==> src/rtl/lut_eval_pkg.sv <==
// Shared types and constants for the serially reconfigurable LUT evaluator.
package lut_eval_pkg;

  // Controller modes: evaluating inputs, or shifting in a new truth table
  typedef enum logic {
    RUN  = 1'b0,
    LOAD = 1'b1
  } state_t;

  // Power-on truth table for the 3-input configuration
  localparam logic [7:0] DEFAULT_RESET_TT = 8'hA0;

endpackage

==> src/rtl/lut_out_stage.sv <==
// Output register with valid/ready handshake for the LUT evaluator.
// The upstream side only opens while the controller is evaluating and no
// configuration bit is being presented.
module lut_out_stage (
  input  logic clk,
  input  logic rst,
  input  logic run_open,
  input  logic in_valid,
  input  logic lut_bit,
  input  logic out_ready,
  output logic in_ready,
  output logic accept,
  output logic out,
  output logic out_valid
);

  assign in_ready = run_open && (!out_valid || out_ready);
  assign accept   = in_valid && in_ready;

  // Capture a new result on accept, drop valid once consumed, otherwise hold
  always_ff @(posedge clk or posedge rst) begin
    if (rst) begin
      out       <= 1'b0;
      out_valid <= 1'b0;
    end else if (accept) begin
      out       <= lut_bit;
      out_valid <= 1'b1;
    end else if (out_ready) begin
      out_valid <= 1'b0;
    end
  end

endmodule

==> src/rtl/lut_eval_seq.sv <==
// Reconfigurable N_IN-input lookup table. A new table arrives serially
// (entry 0 first) into a shadow register and is committed in one step, so a
// half-loaded table is never used. Results leave through a registered
// valid/ready stage.
module lut_eval_seq
  import lut_eval_pkg::*;
#(
  parameter int                   N_IN     = 3,
  parameter logic [2**N_IN-1:0]   RESET_TT = DEFAULT_RESET_TT,
  parameter int                   CNT_W    = 16
) (
  input  logic             clk,
  input  logic             rst,
  input  logic             cfg_valid,
  input  logic             cfg_bit,
  output logic             cfg_done,
  input  logic             in_valid,
  output logic             in_ready,
  input  logic [N_IN-1:0]  in_bits,
  output logic             out_valid,
  input  logic             out_ready,
  output logic             out,
  output logic [CNT_W-1:0] eval_count
);

  localparam int TT_W = 2**N_IN;
  localparam int BC_W = $clog2(TT_W) + 1;
  localparam logic [BC_W-1:0]  LAST_IDX = BC_W'(TT_W - 1);
  localparam logic [CNT_W-1:0] CNT_MAX  = '1;

  state_t            state;
  logic [TT_W-1:0]   active_tt;
  logic [TT_W-1:0]   shadow;
  logic [TT_W-1:0]   shadow_next;
  logic [BC_W-1:0]   bit_cnt;
  logic              run_open;
  logic              lut_bit;
  logic              accept;

  // Bits enter at the top and walk down, so after a full load entry 0 sits at bit 0
  assign shadow_next = {cfg_bit, shadow[TT_W-1:1]};
  assign run_open    = (state == RUN) && !cfg_valid;
  assign lut_bit     = active_tt[in_bits];

  // Load controller: collect config bits, commit the full table atomically
  always_ff @(posedge clk or posedge rst) begin
    if (rst) begin
      state     <= RUN;
      active_tt <= RESET_TT;
      shadow    <= '0;
      bit_cnt   <= '0;
      cfg_done  <= 1'b0;
    end else begin
      cfg_done <= 1'b0;
      case (state)
        RUN: begin
          if (cfg_valid) begin
            shadow  <= shadow_next;
            bit_cnt <= BC_W'(1);
            state   <= LOAD;
          end
        end
        LOAD: begin
          if (cfg_valid) begin
            shadow <= shadow_next;
            if (bit_cnt == LAST_IDX) begin
              active_tt <= shadow_next;
              bit_cnt   <= '0;
              cfg_done  <= 1'b1;
              state     <= RUN;
            end else begin
              bit_cnt <= bit_cnt + 1'b1;
            end
          end
        end
        default: state <= RUN;
      endcase
    end
  end

  // Count accepted evaluations, sticking at the maximum instead of wrapping
  always_ff @(posedge clk or posedge rst) begin
    if (rst) begin
      eval_count <= '0;
    end else if (accept && (eval_count != CNT_MAX)) begin
      eval_count <= eval_count + 1'b1;
    end
  end

  lut_out_stage u_out_stage (
    .clk       (clk),
    .rst       (rst),
    .run_open  (run_open),
    .in_valid  (in_valid),
    .lut_bit   (lut_bit),
    .out_ready (out_ready),
    .in_ready  (in_ready),
    .accept    (accept),
    .out       (out),
    .out_valid (out_valid)
  );

endmodule

==> config.mk <==
export PLATFORM = sky130hd
export DESIGN_NAME = lut_eval_seq
export DESIGN_NICKNAME = d
export VERILOG_FILES = /design/src/rtl/lut_eval_pkg.sv /design/src/rtl/lut_out_stage.sv /design/src/rtl/lut_eval_seq.sv
export SDC_FILE = /design/constraint.sdc
export NUM_CORES = 1
export LEC_CHECK = 0
export ABC_CLOCK_PERIOD_IN_PS = 2260
export BUFFER_PORTS_ARGS = -buffer_cell sky130_fd_sc_hd__buf_2
export CAP_MARGIN = 20
export CORE_MARGIN = 4
export CORE_UTILIZATION = 55
export DETAILED_ROUTE_END_ITERATION = 7
export PLACE_DENSITY_LB_ADDON = 0.15
export SLEW_MARGIN = 15
export SYNTH_ARGS = -nofsm -noshare
export SYNTH_HDL_FRONTEND = slang
export SYNTH_SLANG_ARGS = --single-unit
==> constraint.sdc <==
create_clock -name clk -period 2.26 [get_ports clk]
set_clock_uncertainty 0.05 [all_clocks]
set_input_delay 0 -clock clk [delete_from_list [all_inputs] [get_ports clk]]
set_output_delay 0 -clock clk [all_outputs]
set_load 0.005 [all_outputs]
# ---- Word-level counts from Yosys, hierarchy flattened
# Cells that the tools add are included.
dict set report totals {
  in_bits 9
  reg_bits 40
  elab_cells 42
}
dict set report classes {
  eq_ne 4
  n_bitwise 1
  add_sub_neg 2
  n_reduce_logical 10
  order_cmp 1
  n_mux 16
}
# operator count
set ops {}
lappend ops {{$add A16 B1 Y16 const B} 1}
lappend ops {{$ne A16 B16 Y1 const B} 1}
lappend ops {{$mux W4} 3}
lappend ops {{$mux W1} 9}
lappend ops {{$mux W8} 1}
lappend ops {{$pmux W4 S2} 1}
lappend ops {{$add A4 B1 Y4 const B} 1}
lappend ops {{$eq A4 B3 Y1 const B} 1}
lappend ops {{$logic_and A1 B1 Y1} 4}
lappend ops {{$lt A3 B4 Y1 const B} 1}
lappend ops {{$ne A2 B2 Y1 const B} 2}
lappend ops {{$bmux W1 S3} 1}
lappend ops {{$reduce_and A3 Y1} 1}
lappend ops {{$logic_not A1 Y1} 2}
lappend ops {{$pmux W1 S2} 1}
lappend ops {{$reduce_and A2 Y1} 1}
lappend ops {{$reduce_bool A2 Y1} 1}
lappend ops {{$logic_or A1 B1 Y1} 1}
lappend ops {{$not A1 Y1} 1}

# ---- Longest topological paths before layout
# Gate-level depths: netlist (run 1).
dict set report depth {
  word_depth 5
  depth_mapped 6
  depth_no_buf 5
}

# ---- By module
# A second synthesis (run 1) with hierarchy kept.
dict set report unflattened {
  cells_unflattened 148
  hier_area_um2 1789.2
}
# mod cells_per_inst seq_area_each_um2 area_each_um2 instances
set modules_own_cells {}
lappend modules_own_cells {lut_eval_seq 139 928.4 1675.4 1}
lappend modules_own_cells {lut_out_stage 9 50.0 113.9 1}

# ---- Worst setup path before layout (run 1)
# OpenSTA, ideal clock, no wires.
dict set report synth_path {
  path_kind {reg-to-reg}
  from {register eval_count[0]}
  to {register eval_count[14]}
  t_required_ps 2082
  path_stages_with_launch 6
  setup_slack_ps 455
  path_buffers 0
  period_less_slack_ps 1805
  setup_time_ps 128
  arrival_time_ps 1627
  path_cell_list {dfrtp_1 ha_1 nand4_2 or2_4 nor4_2 mux2_1}
}
dict set report synth_via {
  elab_chain_len 2
  word_cells_on_any_way 3
}
# element line
set synth_lines {}
lappend synth_lines {{start: declaration} lut_eval_seq.sv:23} ;# output logic [CNT_W-1:0] eval_count
lappend synth_lines {{start signal: assignment} lut_eval_seq.sv:86} ;# eval_count <= eval_count + 1'b1;
lappend synth_lines {{parallel branches: the longest is 2 deep, another holds $add A16 B1 Y16} -}
# Parallel ways; which one is timed is not known.
# A chain may end at the register's enable or synchronous reset.

# ---- Worst setup path in the final report (run 1)
# Ends and elaborated chain as after synthesis.

==> results of run 1 <==
critical path: cells and delay by family, from the launching register on:
kind                       cells  cell delay [ps]
and+or+nand+nor                3              790
muxes                          1              350
DFF                            1              420
adders and majority gates      1              220
layer usage:
metal / global-route usage, % / part of all wire (%) / up-vias
met5: 0 / 0 / -
met4: 7.25 / 1.8 / 0
met3: 5.98 / 5.1 / 8
met2: 28.3 / 50 / 31
met1: 22.6 / 43 / 627
li1: - / - / 597
path summary, 6_finish.rpt:
kind	slack, ps	to	cells after the start
worst max-delay path	330	eval_count[14]$_DFFE_PP0P_	5
worst min-delay path	3	u_out_stage.out$_DFFE_PP0P_	3
worst max register to register	330	eval_count[14]$_DFFE_PP0P_	5
worst min register to register	440	eval_count[7]$_DFFE_PP0P_	1
max in group asynchronous	1540	active_tt[5]$_DFFE_PP1P_	4
min in group asynchronous	250	eval_count[8]$_DFFE_PP0P_	4
where the power goes:
part,internal [mW],switching [mW]
Sequential,0.879,0.133
Clock,0.144,0.221
Combinational,0.224,0.151
state kept, by name, indices dropped and copies added (netlist names):
name                   count
active_tt                  8
bit_cnt                    4
cfg_done                   1
eval_count                16
shadow                     7
state                      1
u_out_stage.out            1
u_out_stage.out_valid      1
through the flow:
stage,utilization [%],setup slack [ps]
2_1_floorplan,-,455
3_3_place_gp,64.5,448
3_5_place_dp,64.5,346
4_1_cts,67.9,331
5_1_grt,67.9,230
6_report,67.9,334
cell type report:
class / count / area share, %
Inverter: 3 / 0.534
Clock inverter: 1 / 0.237
Timing Repair Buffer: 35 / 9.73
Tap cell: 44 / 2.61
Sequential cell: 39 / 46.4
Clock buffer: 6 / 2.43
Multi-Input combinational cell: 99 / 38.0
cells in the final DEF, fill, tap and decap left out, drive strengths merged:
cell type	instances
xor2	9
inv	3
clkbuf	6
nand4	6
or4b	1
nor3b	1
dlygate4sd3	5
nand2	11
ha	2
buf	30
nor4	4
nor4b	1
and3	4
mux2	17
a31oi	2
xnor2	4
dfrtp	37
or2	2
mux2i	1
o21ai	5
clkinv	1
nor3	7
or3	1
nand2b	2
and2	1
a22o	1
dfstp	2
mux4	2
nor2	6
nand3	9
synth_stat cells, types with 3 or more instances:
library cell	count
and3_1	4
dfrtp_1	37
inv_1	3
mux2_2	15
nand2_1	11
nand3_1	8
nand4_1	4
nor2_1	4
nor3_1	7
o21ai_0	5
xnor2_1	4
xor2_1	9
cell families after synthesis:
group	count (synthesis)	share of synthesized area [%]
adders and majority gates	2	1.37
xor gates and xnor gates	13	6.25
muxes	20	13.7
AOI/OAI and AO/OA	8	2.54
and+or+nand+nor	56	20.1
buffers and inverters	7	2.33
DFF	39	53.7
==> impl_metrics.yaml, run 1 <==
cts:
  clk_path_buf_depth: 2
  post_cts_buffers: 0
  cts-root-buf: "clkbuf_4"
  htreeDepth: 2
  numCtsBuffers: 5
  cts_hold_buffers: 5
  clkTransAtPathRegs_ps: 120
  clock-sinks: 39
  clk_latency_ps: 350
  cts_tree: "yes"
  cts_resized: 0
logic_synthesis:
  synth_flop_cell: "dfrtp_1"
  synth_edf_count: 0
  synth_cells: 145
  synth.distinct_cells: 38
  ys_ff_latch: 39
  ys_warn_count: 0
  synth_top_area_share_pct: 50.8
  synth_nets: 156
  ys_seq_area_share_pct: 53.7
  async_flop_share_pct: 100
  synth_area_per_cell_sq_um: 12.6
  synth_area_leaders: "dfrtp_1 51%, mux2_2 9.3%, xor2_1 4.3%"
  synth_top_cell_by_area: "dfrtp_1"
  synthesis.area_sq_um: 1820
global_route:
  groute.usage.overall_pct: 17.9
  grt_pass1_wl_mm: 5.87
  first_global_vias: 1254
  grt_overflow: 0
  grt_max_degree: 40
  grt_antenna_before_repair: 0
timing:
  setup_tns_ps: 0
  rsz0062_at_grt: "no"
  slew_headroom_pct: 62.2
  worstMarginPinSlew_ps: 562
  worst_hold_slack_ps: 3.38
  setup_violations: 0
  slew_violations: 0
  max_freq_ghz: 0.519
  finalCritPeriodShare_pct: 85.2
  hold_viol_final: 0
  period_minus_slack_ps: 1930
critical_path:
  critPathMaxStageDelay_ps: 420
  cp-end-kind: "flip-flop"
  r2r_start: "eval_count[0]$_DFFE_PP0P_"
  worstSetupStartpointType: "flip-flop"
  worst_ep_arrival_time_ps: 2120
  cp.required_ps: 2450
  cp_cell_sequence: "ha_1 -> nand4_2 -> or2_4 -> nor4_2 -> mux2_1"
  cp_max_fo: 4
  crit_start: "eval_count[0]$_DFFE_PP0P_"
  worstSetupPathType: "flip-flop to flip-flop"
  slowest_stage: "dfrtp_1"
worst_hold_path:
  worstHoldStart: "in_valid"
  hold_path.class: "primary input to flip-flop"
drt:
  vias: 1263
  routed_via_density: 5.56
  wl_mm: 3.36
  drt_pass1_iterations: 4
  ant_nets: 0
  drt_iter0_markers: 103
  wl_per_cell_um: 14.8
  drt_drc_violations_left: 0
flow_run:
  cap_violations: 0
power:
  p_per_area_nw_per_um2: 831
  vdd_drop_max_v: 0.000497
  totalPowerFinal_mw: 1.75
  p_leak_nw: 1.04
final_layout:
  area.sequential_sq_um: 978
  area_delta_synth_final_pct: 15.6
  stdcell_area_sq_um: 2110
  fillers: 253
  multi_input_area_sq_um: 802
  drive_gt1_share_pct: 37.2
  stdcell_count: 227
  fin_nets: 194
  antenna_cells: 0
floorplanning:
  pin_count: 29
  dieWidth_um: 65.6
  die_h_um: 65.6
  core-area_sq_um: 3100
  row_count: 20
  dieArea_sq_um: 4300
  start_util_pct: 58.7
outcome:
  status: "finished clean"
placement:
  placed_cells: 215
  port_buffers: 28
  gp_congestion: 0.796
  hpwl_mm: 2.42
  place_area_sq_um: 2000
Note: power is estimated with default switching activity, not from simulation.
==> run 2, diff against run 1 <==
--- a/config.mk
+++ b/config.mk
@@ -6,7 +6,7 @@
 export NUM_CORES = 1
 export LEC_CHECK = 0
 export ABC_CLOCK_PERIOD_IN_PS = 2260
-export BUFFER_PORTS_ARGS = -buffer_cell sky130_fd_sc_hd__buf_2
+export BUFFER_PORTS_ARGS = -buffer_cell sky130_fd_sc_hd__buf_4
 export CAP_MARGIN = 20
 export CORE_MARGIN = 4
 export CORE_UTILIZATION = 55
==> run 2 against run 1 <==
Worst setup slack worse by 18 ps. Non-clock buffer count up 1. Maximum frequency down 0.92%. Total power up 6.6%.
==> impl_metrics.yaml, run 2 (synthesized netlist as in run 1, its figures left out) <==
critical_path:
  worstSetupStartpointType: "flip-flop"
  reg2reg_depth: 5
  reg2reg_slack_ps: 320
  r2r_end: "eval_count[14]$_DFFE_PP0P_"
  cp.required_ps: 2450
  cp_max_fo: 4
  cp-end-kind: "flip-flop"
  worstSetupPathType: "flip-flop to flip-flop"
  worst_ep_arrival_time_ps: 2130
  r2r_start: "eval_count[0]$_DFFE_PP0P_"
final_layout:
  largest_register: "eval_count"
  stdcell_count: 229
  reg_top3: "eval_count x16, active_tt x8, shadow x7"
  largest_register_ff_count: 16
  antenna_cells: 0
  layout_commonest_cell: "dfrtp_1"
  mostFrequentLayoutCells: "37 x dfrtp_1, 30 x buf_4, 15 x mux2_2"
  area_delta_synth_final_pct: 21.1
  drive_gt1_share_pct: 36.2
  fin_nets: 195
drt:
  wl_mm: 3.24
  drt_iter0_markers: 122
  drt_drc_violations_left: 0
  ant_nets: 0
  vias: 1251
  wl_per_cell_um: 14.1
  routed_via_density: 5.46
  drt_pass1_iterations: 6
timing:
  rsz0062_at_grt: "no"
  setup_tns_ps: 0
  max_freq_ghz: 0.514
  slew_violations: 0
  period_minus_slack_ps: 1940
  finalCritPeriodShare_pct: 86.0
  worstMarginPinSlew_ps: 544
  setup_violations: 0
  slew_headroom_pct: 63.5
  hold_viol_final: 0
cts:
  clkTransAtPathRegs_ps: 110
  cts_tree: "yes"
  numCtsBuffers: 5
  clock-sinks: 39
  htreeDepth: 2
  post_cts_buffers: 0
  cts-root-buf: "clkbuf_4"
  clk_latency_ps: 350
  clk_path_buf_depth: 2
power:
  totalPowerFinal_mw: 1.87
  p_int_mw: 1.36
  p_switching_mw: 0.505
  p_per_area_nw_per_um2: 846
  combPwrFrac_pct: 21.6
  vdd_drop_max_v: 0.000511
  p_sw_share_pct: 27.1
  p_leak_nw: 1.05
  pwr-share-clk_pct: 24.2
  seqPwrFrac_pct: 54.2
floorplanning:
  start_util_pct: 58.7
  row_count: 20
  dieWidth_um: 65.6
  die_h_um: 65.6
  dieArea_sq_um: 4300
  pin_count: 29
  core-area_sq_um: 3100
global_route:
  grt_max_degree: 40
  grt_overflow: 0
  grt_antenna_before_repair: 0
  groute.usage.overall_pct: 18.0
  grt_pass1_wl_mm: 5.84
  first_global_vias: 1279
placement:
  port_buffers: 28
  hpwl_mm: 2.31
  gp_congestion: 0.770
  placed_cells: 215
worst_hold_path:
  min_to: "u_out_stage.out$_DFFE_PP0P_"
  min_path_cells: 3
  worstHoldStart: "in_valid"
  hold_path.class: "primary input to flip-flop"
outcome:
  status: "finished clean"
flow_run:
  cap_violations: 0
## run 2: changes by cell type in the layout (fill, tap and decap cells not counted), sizes merged
cell,change
clkbuf,+1
clkinv,-1
dlygate4sd3,+1
bufinv,+1
## run 2: timing repair
item                      4_1_cts  5_1_grt
hold endpoints to repair       46        0
gates resized for setup         0        0
hold buffers                    6        0
## run 2: metrics by stage
stage                     setup WS [ps]  utilization, %  area (sq um)  hold WS [ps]
after global placement              440            66.8          2070          89.7
after floorplan                     455               -          1820           102
after detailed placement            323            66.8          2070           115
final                               316            71.1          2210          21.2
after global routing                206            71.1          2210          43.9
after CTS                           317            71.1          2210          8.29
## run 2: worst max-delay path by stage
stage	start	end	slack, ps
after detailed placement	eval_count[0]$_DFFE_PP0P_	eval_count[14]$_DFFE_PP0P_	320
after CTS	eval_count[0]$_DFFE_PP0P_	eval_count[14]$_DFFE_PP0P_	320
after global placement	eval_count[0]$_DFFE_PP0P_	eval_count[14]$_DFFE_PP0P_	440
after floorplan	eval_count[0]$_DFFE_PP0P_	eval_count[14]$_DFFE_PP0P_	460
final	eval_count[0]$_DFFE_PP0P_	eval_count[14]$_DFFE_PP0P_	320
after global routing	eval_count[0]$_DFFE_PP0P_	eval_count[14]$_DFFE_PP0P_	210
## run 2: power by group through the flow
stage | clock, mW | combinational, mW | sequential, mW
2_1_floorplan | 0 | 0.282 | 0.990
3_3_place_gp | 0 | 0.377 | 1.01
3_5_place_dp | 0 | 0.400 | 1.03
4_1_cts | 0.467 | 0.410 | 1.01
5_1_grt | 0.498 | 0.451 | 1.04
6_report | 0.453 | 0.402 | 1.01
## run 2: cell type report
| cell class | count | area, sq um |
|---|---|---|
| clock buffers | 7 | 45.0 |
| clock inverters | 1 | 30.0 |
| fillers | 258 | 896 |
| inverters | 3 | 11.3 |
| multi-input cells | 99 | 802 |
| flip-flops and latches | 39 | 978 |
| well taps | 44 | 55.1 |
| repair buffers | 36 | 285 |
## run 2: layer usage
| metal | global-route usage (%) | wire length (um) | part of all wire [%] | vias to the layer above |
|---|---|---|---|---|
| li1 | - | - | - | 600 |
| met1 | 21.6 | 1410 | 43 | 611 |
| met2 | 29.8 | 1590 | 49 | 34 |
| met3 | 4.62 | 193 | 6.0 | 6 |
| met4 | 9.33 | 40 | 1.2 | 0 |
| met5 | 0 | 0 | 0 | - |
## run 2: worst max-delay path: stages (launching register included)
cell and delay [ps]:
dfrtp_1 420, ha_1 220, nand4_2 180, or2_4 320, nor4_2 290, mux2_1 360
==> run 3, diff against run 2 <==
--- a/config.mk
+++ b/config.mk
@@ -8,10 +8,11 @@
 export ABC_CLOCK_PERIOD_IN_PS = 2260
 export BUFFER_PORTS_ARGS = -buffer_cell sky130_fd_sc_hd__buf_4
 export CAP_MARGIN = 20
-export CORE_MARGIN = 4
+export CORE_MARGIN = 5
 export CORE_UTILIZATION = 55
 export DETAILED_ROUTE_END_ITERATION = 7
 export PLACE_DENSITY_LB_ADDON = 0.15
+export SETUP_SLACK_MARGIN = 0.5
 export SLEW_MARGIN = 15
 export SYNTH_ARGS = -nofsm -noshare
 export SYNTH_HDL_FRONTEND = slang
==> constraint.sdc (replaced) <==
create_clock -name clk -period 2.26 [get_ports clk]
set_clock_uncertainty 0.05 [all_clocks]
set_input_delay 0 -clock clk [delete_from_list [all_inputs] [get_ports clk]]
set_output_delay 0 -clock clk [all_outputs]
set_load 0.02 [all_outputs]
==> run 3 against run 2 <==
Sequential share of layout area decreased by 1.2 points. Critical path depth unchanged. Hold slack improved by 84 ps. Sequential power about the same. Final cell count increased by 4.4%. Maximum frequency increased by 9.1%. Die area increased by 6.2%.
==> impl_metrics.yaml, run 3 (synthesized netlist as in run 1, its figures left out) <==
outcome:
  status: "finished clean"
flow_run:
  cap_violations: 0
final_layout:
  area_delta_synth_final_pct: 24.8
  layout_commonest_cell: "buf_4"
  largest_register_ff_count: 16
  drive_gt1_share_pct: 41.5
  reg_top3: "eval_count x16, active_tt x8, shadow x7"
  largest_register: "eval_count"
  final_util_pct: 69.3
  stdcell_area_sq_um: 2270
  mostFrequentLayoutCells: "38 x buf_4, 34 x dfrtp_1, 15 x mux2_2"
  antenna_cells: 0
  fillers: 251
  fin_nets: 203
critical_path:
  crit_start: "eval_count[1]$_DFFE_PP0P_"
  worstSetupEndpoint: "eval_count[1]$_DFFE_PP0P_"
  worstSetupPathType: "flip-flop to flip-flop"
  cp_max_fo: 7
  reg2reg_depth: 5
  r2r_start: "eval_count[1]$_DFFE_PP0P_"
  r2r_end: "eval_count[1]$_DFFE_PP0P_"
  reg2reg_slack_ps: 480
  worstSetupStartpointType: "flip-flop"
  worst_ep_arrival_time_ps: 1970
  cp.required_ps: 2450
  cp-end-kind: "flip-flop"
power:
  p_switching_mw: 0.574
  p_sw_share_pct: 31.1
  seqPwrFrac_pct: 55.7
  p_int_mw: 1.27
  p_per_area_nw_per_um2: 811
  totalPowerFinal_mw: 1.85
  pwr-share-clk_pct: 19.1
  combPwrFrac_pct: 25.2
  vdd_drop_max_v: 0.000483
  p_leak_nw: 1.07
drt:
  drt_drc_violations_left: 0
  vias: 1257
  drt_iter0_markers: 148
  routed_via_density: 5.26
  drt_pass1_iterations: 4
  wl_mm: 3.40
  ant_nets: 0
  wl_per_cell_um: 14.2
cts:
  cts-root-buf: "clkbuf_4"
  clkTransAtPathRegs_ps: 110
  htreeDepth: 2
  clk_path_buf_depth: 2
  cts_tree: "yes"
  clock-sinks: 39
  clk_latency_ps: 350
  numCtsBuffers: 5
floorplanning:
  start_util_pct: 55.5
  dieWidth_um: 67.6
  die_h_um: 67.6
  pin_count: 29
  row_count: 21
  dieArea_sq_um: 4570
  core-area_sq_um: 3280
placement:
  port_buffers: 28
  post-place-ws_ps: 498
  gp_congestion: 0.777
  place_area_sq_um: 2100
  hpwl_mm: 2.30
global_route:
  grt_antenna_before_repair: 0
  first_global_vias: 1272
  grt_pass1_wl_mm: 5.64
  grt_overflow: 0
  groute.usage.overall_pct: 16.8
  grt_max_degree: 40
timing:
  setup_violations: 0
  finalCritPeriodShare_pct: 78.9
  setup_slack_ps: 478
  max_freq_ghz: 0.561
  slew_headroom_pct: 68.2
  setup_tns_ps: 0
  rsz0062_at_grt: "yes"
  worstMarginPinSlew_ps: 477
  slew_violations: 0
  hold_viol_final: 0
  period_minus_slack_ps: 1780
worst_hold_path:
  hold_path.class: "primary input to flip-flop"
-- run 3: worst max-delay path, cell delays in order, from the launching register on --
cell     delay (ps)
dfrtp_2         440
ha_4            170
nand4_4         140
nor4_4          480
nor2_2           90
mux2_4          310
-- run 3: power by group through the flow --
stage / clock network (mW) / registers, mW / logic (mW)
2_1_floorplan: 0 / 1.04 / 0.294
3_3_place_gp: 0 / 1.02 / 0.436
3_5_place_dp: 0 / 1.04 / 0.450
4_1_cts: 0.358 / 1.02 / 0.462
5_1_grt: 0.391 / 1.05 / 0.517
6_report: 0.352 / 1.03 / 0.465
-- run 3: worst min path at each step --
stage,from,endpoint,slack [ps],depth (start not counted)
2_1_floorplan,cfg_bit,shadow[7]$_DFFE_PP0P_,100,1
3_3_place_gp,rst,shadow[7]$_DFFE_PP0P_,90,3
3_5_place_dp,rst,shadow[5]$_DFFE_PP0P_,100,3
4_1_cts,in_bits[0],u_out_stage.out$_DFFE_PP0P_,120,4
5_1_grt,in_bits[0],u_out_stage.out$_DFFE_PP0P_,160,4
6_report,in_bits[0],u_out_stage.out$_DFFE_PP0P_,110,4
-- run 3: stage by stage --
stage,instances,hold WS (ps)
6_report,239,105
5_1_grt,239,157
4_1_cts,233,119
3_5_place_dp,217,98.4
3_3_place_gp,217,91.9
2_1_floorplan,145,102
-- run 3: layout make-up --
cell class	instances	area, sq um	share of cell area, %
clock buffer	7	45.0	1.98
clock inverter	1	5.00	0.220
inverter	3	11.3	0.495
multi-input combinational	99	828	36.4
sequential	39	982	43.2
tap	46	57.6	2.53
timing repair buffer	44	345	15.2
-- run 3: what timing repair did --
action | in CTS | in global routing
hold endpoints to repair | 45 | 0
hold buffers | 6 | 0
pin swaps | 2 | 2
resized for setup | 0 | 2
setup buffers | 2 | 6
endpoints found under the setup margin | 1 | 8
-- run 3: per-layer routing --
metal	GRT usage [%]	vias up	wire length, um
met5	0	-	0
met4	10.1	0	53
met3	4.33	5	179
met2	25.5	24	1590
met1	21.5	619	1570
li1	-	609	-
